===== src/rtl/serial_alu_pkg.sv =====
// Shared encodings for the bit-serial ALU: function-select fields and FSM states.
package serial_alu_pkg;

  localparam logic [1:0] OP_AND = 2'b00;
  localparam logic [1:0] OP_OR  = 2'b01;
  localparam logic [1:0] OP_XOR = 2'b10;
  localparam logic [1:0] OP_ADD = 2'b11;

  localparam int F_EN_B  = 2;
  localparam int F_INV_A = 3;

  typedef enum logic [1:0] {
    ST_IDLE = 2'd0,
    ST_BUSY = 2'd1,
    ST_DONE = 2'd2
  } state_e;

endpackage


===== src/rtl/alu_slice.sv =====
// One-bit ALU slice: optional A inversion, B enable, then AND/OR/XOR/full-add.
module alu_slice
  import serial_alu_pkg::*;
(
  input  logic       a_i,
  input  logic       b_i,
  input  logic       carry_i,
  input  logic [3:0] f_i,
  output logic       r_o,
  output logic       carry_o
);

  logic a_x, b_x;

  assign a_x = a_i ^ f_i[F_INV_A];
  assign b_x = b_i & f_i[F_EN_B];

  // Carry only propagates for ADD, so logic ops leave a clean zero carry.
  always_comb begin
    r_o     = 1'b0;
    carry_o = 1'b0;
    case (f_i[1:0])
      OP_AND: r_o = a_x & b_x;
      OP_OR:  r_o = a_x | b_x;
      OP_XOR: r_o = a_x ^ b_x;
      OP_ADD: begin
        r_o     = a_x ^ b_x ^ carry_i;
        carry_o = (a_x & b_x) | (a_x & carry_i) | (b_x & carry_i);
      end
      default: ;
    endcase
  end

endmodule


===== src/rtl/serial_alu.sv =====
// Bit-serial ALU: accepts an operand pair, processes one bit per cycle LSB first,
// and presents the result with a valid/ready handshake.
module serial_alu
  import serial_alu_pkg::*;
#(
  parameter int WIDTH = 8
) (
  input  logic             clk_i,
  input  logic             rst_ni,
  input  logic             in_valid_i,
  output logic             in_ready_o,
  input  logic [WIDTH-1:0] a_i,
  input  logic [WIDTH-1:0] b_i,
  input  logic             carry_in_i,
  input  logic [3:0]       f_i,
  output logic             out_valid_o,
  input  logic             out_ready_i,
  output logic [WIDTH-1:0] result_o,
  output logic             carry_o,
  output logic             overflow_o,
  output logic             zero_o
);

  localparam int CW = $clog2(WIDTH);

  state_e           state_q, state_d;
  logic [WIDTH-1:0] a_q, b_q, res_q;
  logic [3:0]       f_q;
  logic             carry_q, ovf_q;
  logic [CW-1:0]    cnt_q;
  logic             accept, last, s_r, s_c;

  assign accept = in_valid_i && (state_q == ST_IDLE);
  assign last   = (cnt_q == CW'(WIDTH - 1));

  alu_slice u_slice (
    .a_i     (a_q[cnt_q]),
    .b_i     (b_q[cnt_q]),
    .carry_i (carry_q),
    .f_i     (f_q),
    .r_o     (s_r),
    .carry_o (s_c)
  );

  always_ff @(posedge clk_i or negedge rst_ni) begin
    if (!rst_ni) state_q <= ST_IDLE;
    else         state_q <= state_d;
  end

  always_comb begin
    state_d = state_q;
    case (state_q)
      ST_IDLE: if (in_valid_i)  state_d = ST_BUSY;
      ST_BUSY: if (last)        state_d = ST_DONE;
      ST_DONE: if (out_ready_i) state_d = ST_IDLE;
      default:                  state_d = ST_IDLE;
    endcase
  end

  always_comb begin
    in_ready_o  = (state_q == ST_IDLE);
    out_valid_o = (state_q == ST_DONE);
    carry_o     = out_valid_o && carry_q;
    overflow_o  = out_valid_o && ovf_q;
    zero_o      = out_valid_o && (res_q == '0);
  end

  // Result fills from the MSB side so bit 0 lands at the LSB after WIDTH shifts.
  always_ff @(posedge clk_i or negedge rst_ni) begin
    if (!rst_ni) begin
      a_q     <= '0;
      b_q     <= '0;
      f_q     <= '0;
      res_q   <= '0;
      carry_q <= 1'b0;
      ovf_q   <= 1'b0;
      cnt_q   <= '0;
    end else if (accept) begin
      a_q     <= a_i;
      b_q     <= b_i;
      f_q     <= f_i;
      res_q   <= '0;
      carry_q <= carry_in_i;
      ovf_q   <= 1'b0;
      cnt_q   <= '0;
    end else if (state_q == ST_BUSY) begin
      res_q   <= {s_r, res_q[WIDTH-1:1]};
      carry_q <= s_c;
      if (last) ovf_q <= (f_q[1:0] == OP_ADD) && (carry_q ^ s_c);
      else      cnt_q <= cnt_q + 1'b1;
    end
  end

  assign result_o = res_q;

endmodule


===== config.mk =====
export PLATFORM = sky130hd
export DESIGN_NAME = serial_alu
export DESIGN_NICKNAME = d
export VERILOG_FILES = /design/src/rtl/serial_alu_pkg.sv /design/src/rtl/alu_slice.sv /design/src/rtl/serial_alu.sv
export SDC_FILE = /design/constraint.sdc
export NUM_CORES = 1
export LEC_CHECK = 0
export CORE_MARGIN = 2
export CORE_UTILIZATION = 49
export DETAILED_ROUTE_END_ITERATION = 7
export HOLD_SLACK_MARGIN = 0.12
export PLACE_DENSITY_LB_ADDON = 0.15
export SLEW_MARGIN = 10
export SYNTH_ARGS = -nofsm -noshare
export SYNTH_HDL_FRONTEND = slang
export SYNTH_SLANG_ARGS = --single-unit

===== constraint.sdc =====
create_clock -name clk_i -period 2.7 [get_ports clk_i]
set_input_delay 0.54 -clock clk_i [delete_from_list [all_inputs] [get_ports clk_i]]
set_output_delay 0.54 -clock clk_i [all_outputs]
set_load 0.05 [all_outputs]

==> qor.txt, run 1 <==
Status = finished, final reports clean
Post-cts resize count = 0
Inst Count DP = 252
Initial DRC count = 81
Max clock buf depth = 2
Later-pin clock latency in the skew report = 340 ps
FF-to-FF path depth = 8
Via/cell ratio = 5.18
Via count of the routed design = 1347
Synthesis-to-layout area growth = 31.2%
Part of the cycle the worst path needs = 0.966
Worst setup EP type = primary output
Yosys Warn Count = 0
GRT Overall Usage = 0.202
Final cell count without fillers = 260
# IOs = 38
Root Buffer Master = clkbuf_4
Most common cell in the synthesized netlist = nand2_1
Die area = 0.00382 mm^2
WHS Endpoint = a_q[3]
First-pass GRT wire length = 5500 um
Initial antenna violation count = 0
Fmax achieved = 0.383 GHz
DRC viols = 0
Setup slack, reg-to-reg = 130 ps
Drt wl/cell = 13.5 um
Synth Instances = 175
Cell area power density = 1210 mW/mm^2
CP arrival = 2070 ps
Fillers = 269
Slew margin rel. = 0.520
Rows = 20
Top cells by count, synth = nand2_1 (79), dfrtp_1 (35), o21ai_0 (8)
Fraction of layout cells with a size suffix above 1 = 0.0833
Initial cell density of the core = 0.524
Final instance area = 0.00215 mm^2
Critical R2R Capture = result_o[7]
Count of pins over their slew limit = 0
Grt ovf = 0
Port bufs = 37
P_leak = 1.01 nW
Nets = 243
Placed Area = 0.00206 mm^2
Crit Path Max Fanout = 4
Top post-synthesis cells by area = dfrtp_1 (53%), nand2_1 (18%), mux4_1 (6.4%)
RSZ-0062 raised after global routing = false
Slew @ Worst Pin = 719 ps
Hold WC Path Type = flop to flop
Number of flops mapped to enable cells by yosys = 0
DP HPWL = 2480 um
Peak VDD IR = 0.535 mV
Remaining antenna violation count = 0
CTS tree = yes
CTS HTree Levels = 2
Die height = 61.8 um
Setup Skew = 8.05 ps
Reg2reg start = cnt_q[1]
Clock Sink Count = 35
CP Class = flop to primary output
Final min period = 2610 ps
Largest net degree at the start of global routing = 36
Synth Register Bits = 35
Drt first pass iters = 4
Final hold violations = 0
Final wirelength = 3510 um
Worst hold margin = 482 ps
Req. time, crit path = 2160 ps
Top FF cell, synth = dfrtp_1
Synthesized area per cell = 9.36 um^2
Vias in the first global route = 1265
Setup TNS Final = 0 ps
Top cell type's share of synthesized area = 0.535
CORE AREA = 0.00313 mm^2
Seq/Total Area, Yosys = 0.535
FFs w/ async S/R, synth = 1.00
Min-Delay Path Depth = 2
Hold-fix buffers at CTS = 0
Clock transition at the registers of the reported paths = 110 ps
Max_cap viols = 0
Worst Hold Launch = a_q[3]
Yosys top cell by area = dfrtp_1
Unique masters post-synth = 29
Final weighted congestion in routability-driven placement = 0.770
Final setup violation count = 0
TritonCTS Buffers = 5
Worst Setup Start Kind = flop
Die W = 61.8 um
N_diodes = 0
Synthesized area = 0.00164 mm^2
Setup bufs post-CTS = 0
Net count after synthesis = 203
-- stage by stage --
step                setup WS [ps]  power [W]  utilization
global route                 18.9    0.00278        0.687
detailed placement            268    0.00220        0.659
CTS                          80.3    0.00261        0.687
global placement              396    0.00212        0.659
floorplan                     197    0.00183            -
finish                       92.2    0.00260        0.687
-- kinds of logic (layout without fill, tap and decap cells) --
group	Yosys count	after routing	share of synthesized area
and+or+nand+nor	98	98	0.245
DFF	35	35	0.535
AOI/OAI and AO/OA	17	17	0.0611
buffers and inverters	12	53	0.0283
muxes	7	7	0.0863
adders and majority gates	4	4	0.0290
xor gates and xnor gates	2	2	0.0153
-- worst max path at each step --
stage,startpoint,to,slack (ps)
6_report,result_o[4],zero_o,90
5_1_grt,result_o[4],zero_o,20
4_1_cts,result_o[4],zero_o,80
3_5_place_dp,cnt_q[1],result_o[7],270
3_3_place_gp,cnt_q[1],result_o[7],400
2_1_floorplan,state_q[0],carry_o,200
-- power breakdown --
group	switching, W	total [W]	internal, W
Sequential	0.000205	0.000964	0.000759
Combinational	0.000722	0.00124	0.000520
Clock	0.000173	0.000392	0.000219
-- cells in the final DEF (no fill, tap or decap), types with 4 or more instances in the layout --
master	synthesis	layout
nand2_1	79	79
inv_1	4	4
mux4_1	4	4
nor2_1	5	5
dfrtp_1	35	35
clkdlybuf4s50_1	0	37
o21ai_0	8	8
clkbuf_4	0	5
buf_4	0	4
-- critical path: stages, from the launching register on --
cell,delay (ps)
dfrtp_1,420
nor4_1,320
and3_1,190
clkdlybuf4s50_1,790
-- sequential cells by signal (all words and copies together), names as in the netlist --
register	flops
state_q	2
carry_q	1
b_q	8
f_q	4
ovf_q	1
result_o	8
cnt_q	3
a_q	8
-- per-layer routing --
metal / global-route usage / wire length [um] / vias up
li1: - / - / 656
met1: 0.235 / 1460 / 650
met2: 0.361 / 1840 / 36
met3: 0.0455 / 160 / 5
met4: 0.0790 / 44 / 0
met5: 0 / 0 / -
-- cell type report --
class	instances	area [um^2]	area share
sequential	35	876	0.408
multi-input combinational	128	716	0.333
timing repair buffer	41	400	0.186
tap	44	55.1	0.0256
clock buffer	6	51.3	0.0239
clock inverter	2	35.0	0.0163
inverter	4	15.0	0.00699
(Power assumes the default switching activity.)
==> inputs of run 2 (changes only) <==
--- a/config.mk
+++ b/config.mk
@@ -6,7 +6,7 @@
 export NUM_CORES = 1
 export LEC_CHECK = 0
 export CORE_MARGIN = 2
-export CORE_UTILIZATION = 49
+export CORE_UTILIZATION = 30
 export DETAILED_ROUTE_END_ITERATION = 7
 export HOLD_SLACK_MARGIN = 0.12
 export PLACE_DENSITY_LB_ADDON = 0.15
==> run 2 against run 1 <==
Effect of this change:
- combinational power about the same
- clock power shrank 4%
- fmax up 5.0%
- first-iteration DRC count is 22% lower
- critical path type unchanged
- largest power group unchanged
==> qor.txt, run 2 (synthesis results as in run 1) <==
Status = finished, final reports clean (unchanged)
Setup slack, reg-to-reg = 280 ps (was 130 ps)
Via/cell ratio = 4.53 (was 5.18)
Core Util, Final = 0.423 (was 0.687)
Count of pins over their slew limit = 0 (unchanged)
Part of the cycle the worst path needs = 0.920 (was 0.966)
Post-cts resize count = 0 (unchanged)
Die W = 77.9 um (was 61.8 um)
Drt first pass iters = 4 (unchanged)
Clock transition at the registers of the reported paths = 60 ps (was 110 ps)
Initial cell density of the core = 0.317 (was 0.524)
Synthesis-to-layout area growth = 33.7% (was 31.2%)
Hold-fix buffers at CTS = 0 (unchanged)
Worst setup EP type = primary output (unchanged)
Cell Chain, Critical Path = nor4_1, and3_1, clkdlybuf4s50_1 (unchanged)
Worst Path Buf+Inv = 1 (unchanged)
Later-pin clock latency in the skew report = 280 ps (was 340 ps)
GRT Overall Usage = 0.124 (was 0.202)
Min-Delay Path Depth = 2 (unchanged)
Initial DRC count = 63 (was 81)
Drt wl/cell = 11.9 um (was 13.5 um)
Port bufs = 37 (unchanged)
Fillers = 516 (was 269)
Final setup violation count = 0 (unchanged)
Vias in the first global route = 1303 (was 1265)
CORE AREA = 0.00517 mm^2 (was 0.00313 mm^2)
Peak VDD IR = 0.399 mV (was 0.535 mV)
Final wirelength = 3400 um (was 3510 um)
Initial antenna violation count = 0 (unchanged)
Hold WC Path Type = flop to flop (unchanged)
TritonCTS Buffers = 5 (unchanged)
Grt ovf = 0 (unchanged)
Setup Skew = 5.71 ps (was 8.05 ps)
Reg2reg start = cnt_q[1] (unchanged)
First-pass GRT wire length = 5990 um (was 5500 um)
P_leak = 1.02 nW (was 1.01 nW)
Setup bufs post-CTS = 0 (unchanged)
Critical R2R Capture = result_o[7] (unchanged)
Critical Path Max Stage Delay = 790 ps (about the same)
RSZ-0062 raised after global routing = false (unchanged)
Rows = 26 (was 20)
Commonest non-fill, non-tap cells in the layout = nand2_1 (79), clkdlybuf4s50_1 (37), dfrtp_1 (35), o21ai_0 (8), clkbuf_8 (6) (was nand2_1 (79), clkdlybuf4s50_1 (37), dfrtp_1 (35), o21ai_0 (8))
CP Class = flop to primary output (unchanged)
Crit-path leading delay family = buffers and inverters (unchanged)
Max_cap viols = 0 (unchanged)
WHS Endpoint = b_q[2] (was a_q[3])
DP HPWL = 2540 um (was 2480 um)
Via count of the routed design = 1297 (was 1347)
Final min period = 2480 ps (was 2610 ps)
Largest net degree at the start of global routing = 36 (unchanged)
CTS HTree Levels = 2 (unchanged)
Fmax achieved = 0.403 GHz (was 0.383 GHz)
Req. time, crit path = 2160 ps (about the same)
Fraction of layout cells with a size suffix above 1 = 0.0833 (unchanged)
DRC viols = 0 (unchanged)
Commonest non-fill, non-tap cell in the layout = nand2_1 (unchanged)
Remaining antenna violation count = 0 (unchanged)
Clock Sink Count = 35 (unchanged)
CP arrival = 1940 ps (was 2070 ps)
Crit Path Max Fanout = 4 (unchanged)
Nets = 244 (was 243)
Max clock buf depth = 2 (unchanged)
CTS tree = yes (unchanged)
Worst Setup Start Kind = flop (unchanged)
N_diodes = 0 (unchanged)
Die height = 77.9 um (was 61.8 um)
Final weighted congestion in routability-driven placement = 0.816 (was 0.770)
Slew @ Worst Pin = 496 ps (was 719 ps)
FF-to-FF path depth = 8 (unchanged)
Setup TNS Final = 0 ps (unchanged)
Root Buffer Master = clkbuf_8 (was clkbuf_4)
# IOs = 38 (unchanged)
Die area = 0.00607 mm^2 (was 0.00382 mm^2)
Worst Hold Launch = b_q[2] (was a_q[3])
Cell area power density = 1160 mW/mm^2 (was 1210 mW/mm^2)
Slowest CP cell = clkdlybuf4s50_1 (unchanged)
Final hold violations = 0 (unchanged)
Slew margin rel. = 0.668 (was 0.520)
run 2: worst max-delay path by stage:
stage,depth (start not counted),slack (ps),start,endpoint
detailed placement,8,270,cnt_q[1],result_o[7]
CTS,3,160,result_o[5],zero_o
global route,3,80,result_o[5],zero_o
floorplan,3,200,state_q[0],carry_o
global placement,8,360,cnt_q[1],result_o[7]
finish,3,220,result_o[5],zero_o
run 2: area by class of cell:
| type | instances | area (um^2) | share of cell area |
|---|---|---|---|
| clock buffer | 6 | 82.6 | 0.0377 |
| clock inverter | 1 | 5.00 | 0.00229 |
| inverter | 4 | 15.0 | 0.00686 |
| multi-input combinational | 128 | 716 | 0.327 |
| sequential | 35 | 876 | 0.400 |
| tap | 70 | 87.6 | 0.0400 |
| timing repair buffer | 42 | 408 | 0.186 |
run 2: routing by layer:
layer	vias to the layer above	global-route usage	share of wire
met5	-	0	0
met4	0	0.0482	0.015
met3	7	0.0372	0.053
met2	33	0.206	0.48
met1	599	0.151	0.45
li1	658	-	-
run 2: through the flow:
stage                     instances  area [um^2]  hold WS [ps]  total power, W  worst slack [ps]
after floorplan                 175         1640           244         0.00183               197
after global placement          279         2100           458         0.00218               364
after detailed placement        279         2100           457         0.00220               271
after CTS                       286         2190           473         0.00258               161
after global routing            286         2190           486         0.00275              80.0
final                           286         2190           467         0.00254               217
run 2: worst min-delay path, delay by kind of cell (launching register included):
kind | cells | cell delay (ps)
and+or+nand+nor | 2 | 100
DFF | 1 | 330
run 2: where the power goes:
part	switching (W)	internal, W
logic	0.000683	0.000523
clock network	0.000176	0.000200
registers	0.000194	0.000761
total	0.00105	0.00148
==> edit 1 (config.mk and constraints of run 2) <==
Change the parameter `WIDTH` from 8 to 16.
--- a/src/rtl/serial_alu.sv
+++ b/src/rtl/serial_alu.sv
@@ -3,7 +3,7 @@
 module serial_alu
   import serial_alu_pkg::*;
 #(
-  parameter int WIDTH = 8
+  parameter int WIDTH = 16
 ) (
   input  logic             clk_i,
   input  logic             rst_ni,
Ports: changed (resized a_i, b_i and result_o); port bits go from 38 to 62. No check against the original RTL was run, so the function may have changed too.
==> edit 1 against run 2 <==
Sequential cell count is 25 higher; clock skew increased by 0.0015 ns; wire length rose by 96%; worst setup slack got worse by 0.058 ns; cell count increased by 72%; core utilization shrank 0.57 points; count of clock-buffer cells in the layout up 3; total power is 77% higher; synthesized area increased by 70%; cell area rose by 74%; maximum frequency down 2.3%; critical path depth increased by 6; worst hold slack worse by 0.25 ns; critical endpoint is now result_o[15]; highest routed layer unchanged.
==> edit 1: results (changes against run 2) <==
status: completed
Non-Filler Instances: 491 (+72%)
Placed Area: 3577 um^2 (+70%)
Mean Syn Cell Area: 8.984 um^2 (-4.0%)
Least-Margin Pin Slew: 0.6342 ns (+0.1381 ns)
clk_skew: 0.007202 ns (+0.001491 ns)
number of global-route vias before repair: 2229 (+71%)
asr flop ratio synth: 100.0% (unchanged)
Synthesized Nets: 353 (+74%)
Port-buffer cells: 61 (+65%)
worst min path class: primary input to async pin
Setup crit end: result_o[15]
delay-heaviest family, CP: multiplexers
H-tree lvl count: 3 (+1)
worst path arrival time: 2.80 ns (+0.86 ns)
crit path from: cnt_q[0]
post-CTS setup buffer count: 0 (unchanged)
GPL Wtd Cong: 0.7606 (-6.8%)
post-synthesis adder-cell area fraction: 0.8985% (-2.0 points)
Compound-Gate Fraction of Synth Area: 6.020% (-0.092 points)
clock latency at the later pin of the worst-skew pair: 0.33 ns (+0.05 ns)
dpl cells: 476 (+71%)
layout cell share with drive strength beyond 1: 12.37% (+4.0 points)
Vias: 2275 (+75%)
Register-to-Register Path Depth: 9 (+1)
Final HPWL DP: 4.608 mm (+81%)
Design Area, Final: 3804 um^2 (+74%)
ranking of synthesized cells by area: dfrtp_1, nand2_1, mux4_1, o21ai_0, clkbuf_1
layout net count: 419 (+72%)
initial antenna violation count: 0 (unchanged)
leak pwr: 0.001738 uW (+71%)
dominant synthesized flop cell: dfrtp_1
slowest CP cell: mux4_2
crit-path max FO: 5 (+1)
first-pass GRT wire length: 11.05 mm (+85%)
R2R setup slack: 0.16 ns (-0.12 ns)
VDD IR-drop max: 0.0003660 V (-8.2%)
Synth Area in XOR/XNOR: 0.9434% (-0.58 points)
GRT Overall Usage: 14.10% (+1.7 points)
mux share of post-synthesis cell area: 7.547% (-1.1 points)
WL final: 6.656 mm (+96%)
synth cell count leaders: nand2_1, dfrtp_1, o21ai_0
Num CTS Buffers: 9 (+4)
Largest stage delay, worst path: 0.52 ns (-0.27 ns)
drt first-iter violations: 94 (+49%)
Seq/Total Area, Yosys: 53.91% (+0.43 points)
Yosys cell types: 32 (+10%)
filler instances: 931 (+80%)
-- edit 1: cell count changes in the layout (fill, tap and decap cells not counted), moves of 3 or more --
| cell | delta |
|---|---|
| clkdlybuf4s50_1 | +22 |
| mux4_2 | +5 |
| clkbuf_8 | +3 |
| nor3_1 | +4 |
| dfrtp_1 | +24 |
| buf_4 | +4 |
| clkinv_2 | +3 |
| nand2_1 | +69 |
| o21ai_0 | +10 |
| nand3_1 | +3 |
-- edit 1: routing by layer --
layer  part of all wire, %  wire length (um)  track usage [%]
met4                   1.6               105            6.639
met1                    51              3375            19.92
met2                    44              2903            20.75
met5                     0                 0                0
met3                   4.1               271            2.855
-- edit 1: area by class of cell --
cell class	count	share of cell area (%)
timing repair buffer	72	18.78
clock buffer	9	3.257
inverter	3	0.2961
sequential	60	39.51
clock inverter	6	2.105
tap	111	3.651
multi-input combinational	230	32.40
-- edit 1: power by group --
group / switching [uW] / internal, uW / total [uW]
sequential: 341 / 1290 / 1630
combinational: 1110 / 882 / 2000
clock: 348 / 508 / 856
-- edit 1: worst min path at each step --
stage,slack [ns],end,startpoint
6_report,0.22,result_o[9],rst_ni
5_1_grt,0.25,result_o[10],rst_ni
4_1_cts,0.23,result_o[9],rst_ni
3_5_place_dp,0.46,b_q[0],b_q[0]
3_3_place_gp,0.45,b_q[0],b_q[0]
2_1_floorplan,0.24,a_q[0],rst_ni
-- edit 1: kinds of logic after synthesis --
kind of cell / after synthesis
DFF: 60
muxes: 10
adders and majority gates: 2
xor gates and xnor gates: 3
and+or+nand+nor: 185
buffers and inverters: 20
AOI/OAI and AO/OA: 30
-- edit 1: through the flow --
stage          hold slack, ns  setup slack [ns]
2_1_floorplan          0.2444           0.01622
3_3_place_gp           0.4515           0.07265
3_5_place_dp           0.4554           0.02146
4_1_cts                0.2306          0.006408
5_1_grt                0.2520          -0.03313
6_report               0.2178            0.1583
==> edit 2 (settings of run 2) <==
Without the edit above. Reset style: synchronous (`rst_ni`), changed in 2 clocked blocks.
--- a/src/rtl/serial_alu.sv
+++ b/src/rtl/serial_alu.sv
@@ -42,7 +42,7 @@
     .carry_o (s_c)
   );
 
-  always_ff @(posedge clk_i or negedge rst_ni) begin
+  always_ff @(posedge clk_i) begin
     if (!rst_ni) state_q <= ST_IDLE;
     else         state_q <= state_d;
   end
@@ -66,7 +66,7 @@
   end
 
   // Result fills from the MSB side so bit 0 lands at the LSB after WIDTH shifts.
-  always_ff @(posedge clk_i or negedge rst_ni) begin
+  always_ff @(posedge clk_i) begin
     if (!rst_ni) begin
       a_q     <= '0;
       b_q     <= '0;
Formal check against the unedited RTL: differs if rst_ni is asserted again (counterexample within 4 cycles, from zero or initial values and one cycle with rst_ni low); with rst_ni held inactive, the same outputs for 10 cycles.
==> edit 2 against run 2 <==
Worst setup slack got worse by 0.090 ns; critical path depth is 4 higher; cell count up 1.4%; core utilization increased by 0.17 points; worst hold slack got worse by 0.020 ns; synthesized area decreased by 3.3%; sequential cell count unchanged; cell area shrank 0.86%; wire length up 1.2%; register-to-register slack lost 0.15 ns; first-iteration DRC count is 16% lower; non-clock buffer count is the same; critical endpoint is now result_o[7].
Power is not compared: it rests on default switching activity, and its combinational part moved more than twofold at a synthesized area within 25%.
==> edit 2: results (changes against run 2) <==
status: completed
GRT Overall Usage: 12.90% (+0.47 points)
Vias: 1326 (+2.2%)
Reg clk slew, reported paths: 0.08 ns (+0.02 ns)
leak pwr: 0.0008113 uW
Port-buffer cells: 37 (unchanged)
Seq/Total Area, Yosys: 44.23% (-9.2 points)
GPL Wtd Cong: 0.7518 (-7.9%)
ranking of synthesized cells by area: dfxtp_1, nand2_1, a21boi_0, mux4_1, a21oi_1
Mean Syn Cell Area: 8.800 um^2 (-6.0%)
dpl cells: 282 (+1.1%)
first-pass GRT wire length: 6.030 mm (+0.68%)
Max clock buf depth: 2 (unchanged)
clk root buf: clkbuf_8
Least-Margin Pin Slew: 0.5007 ns (+0.004527 ns)
dpl ws: 0.03000 ns (-0.2410 ns)
Synthesized Nets: 210 (+3.4%)
crit-path max FO: 5 (+1)
synthesis warning total: 0 (unchanged)
n_diodes: 0 (unchanged)
clk_skew: 0.008539 ns (+0.002828 ns)
VDD IR-drop max: 0.0002623 V
H-tree lvl count: 2 (unchanged)
Gates resized, CTS repair: 0 (unchanged)
post-CTS setup buffer count: 0 (unchanged)
dominant synthesized flop cell: dfxtp_1
synth cell count leaders: nand2_1, dfxtp_1, a21boi_0
drt first-iter violations: 53 (-16%)
Yosys cell types: 29 (unchanged)
initial antenna violation count: 0 (unchanged)
worst path arrival time: 2.74 ns (+0.80 ns)
clock latency at the later pin of the worst-skew pair: 0.30 ns (+0.02 ns)
pin count of the biggest net entering global routing: 24 (-33%)
WL final: 3.435 mm (+1.2%)
layout net count: 249 (+2.0%)
worst min path class: flop to flop
Final HPWL DP: 2.569 mm (+1.2%)
first-pass detailed-route iteration total: 4 (unchanged)
Num CTS Buffers: 5 (unchanged)
WL/cell: 11.84 um (-0.22%)
max frequency: 388.6 MHz (-3.5%)
asr flop ratio synth: 0% (-100 points)
layout cell share with drive strength beyond 1: 8.182% (-0.15 points)
[edit 2: cells by family after synthesis]
kind of cell | after synthesis | share of synthesized area (%)
flops | 35 | 44.23
mux | 7 | 9.400
buf+inv | 13 | 3.633
xor+xnor | 3 | 1.659
simple gates | 81 | 21.49
fa+ha+maj | 5 | 4.424
compound gates | 36 | 15.17
[edit 2: cell type report]
type	count	area, um^2
Fill cell	548	2937
Multi-Input combinational cell	132	825.8
Sequential cell	35	701.9
Timing Repair Buffer	42	407.9
Tap cell	70	87.58
Clock buffer	5	68.82
Clock inverter	3	67.56
Inverter	3	11.26
[edit 2: metal layers]
layer | share of wire (%) | vias to the layer above | global-route usage, % | wire (um)
met4 | 2.0 | 0 | 5.455 | 68
met5 | 0 | - | 0 | 0
met3 | 4.9 | 8 | 3.294 | 169
met1 | 47 | 602 | 16.21 | 1627
met2 | 46 | 35 | 20.96 | 1570
li1 | - | 681 | - | -
[edit 2: worst paths after layout]
check / start / end / slack, ns / cells past startpoint
min reg2reg: ovf_q / ovf_q / 0.45 / 2
max reg2reg: cnt_q[0] / result_o[7] / 0.13 / 7
min: ovf_q / ovf_q / 0.45 / 2
max: cnt_q[0] / result_o[7] / 0.13 / 7
[edit 2: power by group]
part | internal (uW) | leakage (uW) | switching (uW)
clock network | 368 | 0.0000644 | 195
logic | 76.7 | 0.000461 | 67.0
registers | 539 | 0.000286 | 16.7
total | 984 | 0.000811 | 279
[edit 2: worst max-delay path: stages (launching register included)]
cell	delay [ns]
dfxtp_2	0.39
mux4_1	0.57
mux2i_1	0.17
xnor2_1	0.22
fa_1	0.48
mux4_2	0.48
nand2_1	0.08
a21oi_1	0.05
[edit 2: metrics by stage]
| stage | total power, uW | instance area, um^2 | hold slack (ns) | utilization, % |
|---|---|---|---|---|
| global placement | 711.6 | 2033 | 0.4409 | 39.81 |
| detailed placement | 713.9 | 2033 | 0.4408 | 39.81 |
| floorplan | 648.3 | 1584 | 0.4261 | - |
| finish | 1263 | 2171 | 0.4469 | 42.50 |
| CTS | 1280 | 2170 | 0.4517 | 42.48 |
| global route | 1329 | 2171 | 0.4900 | 42.50 |
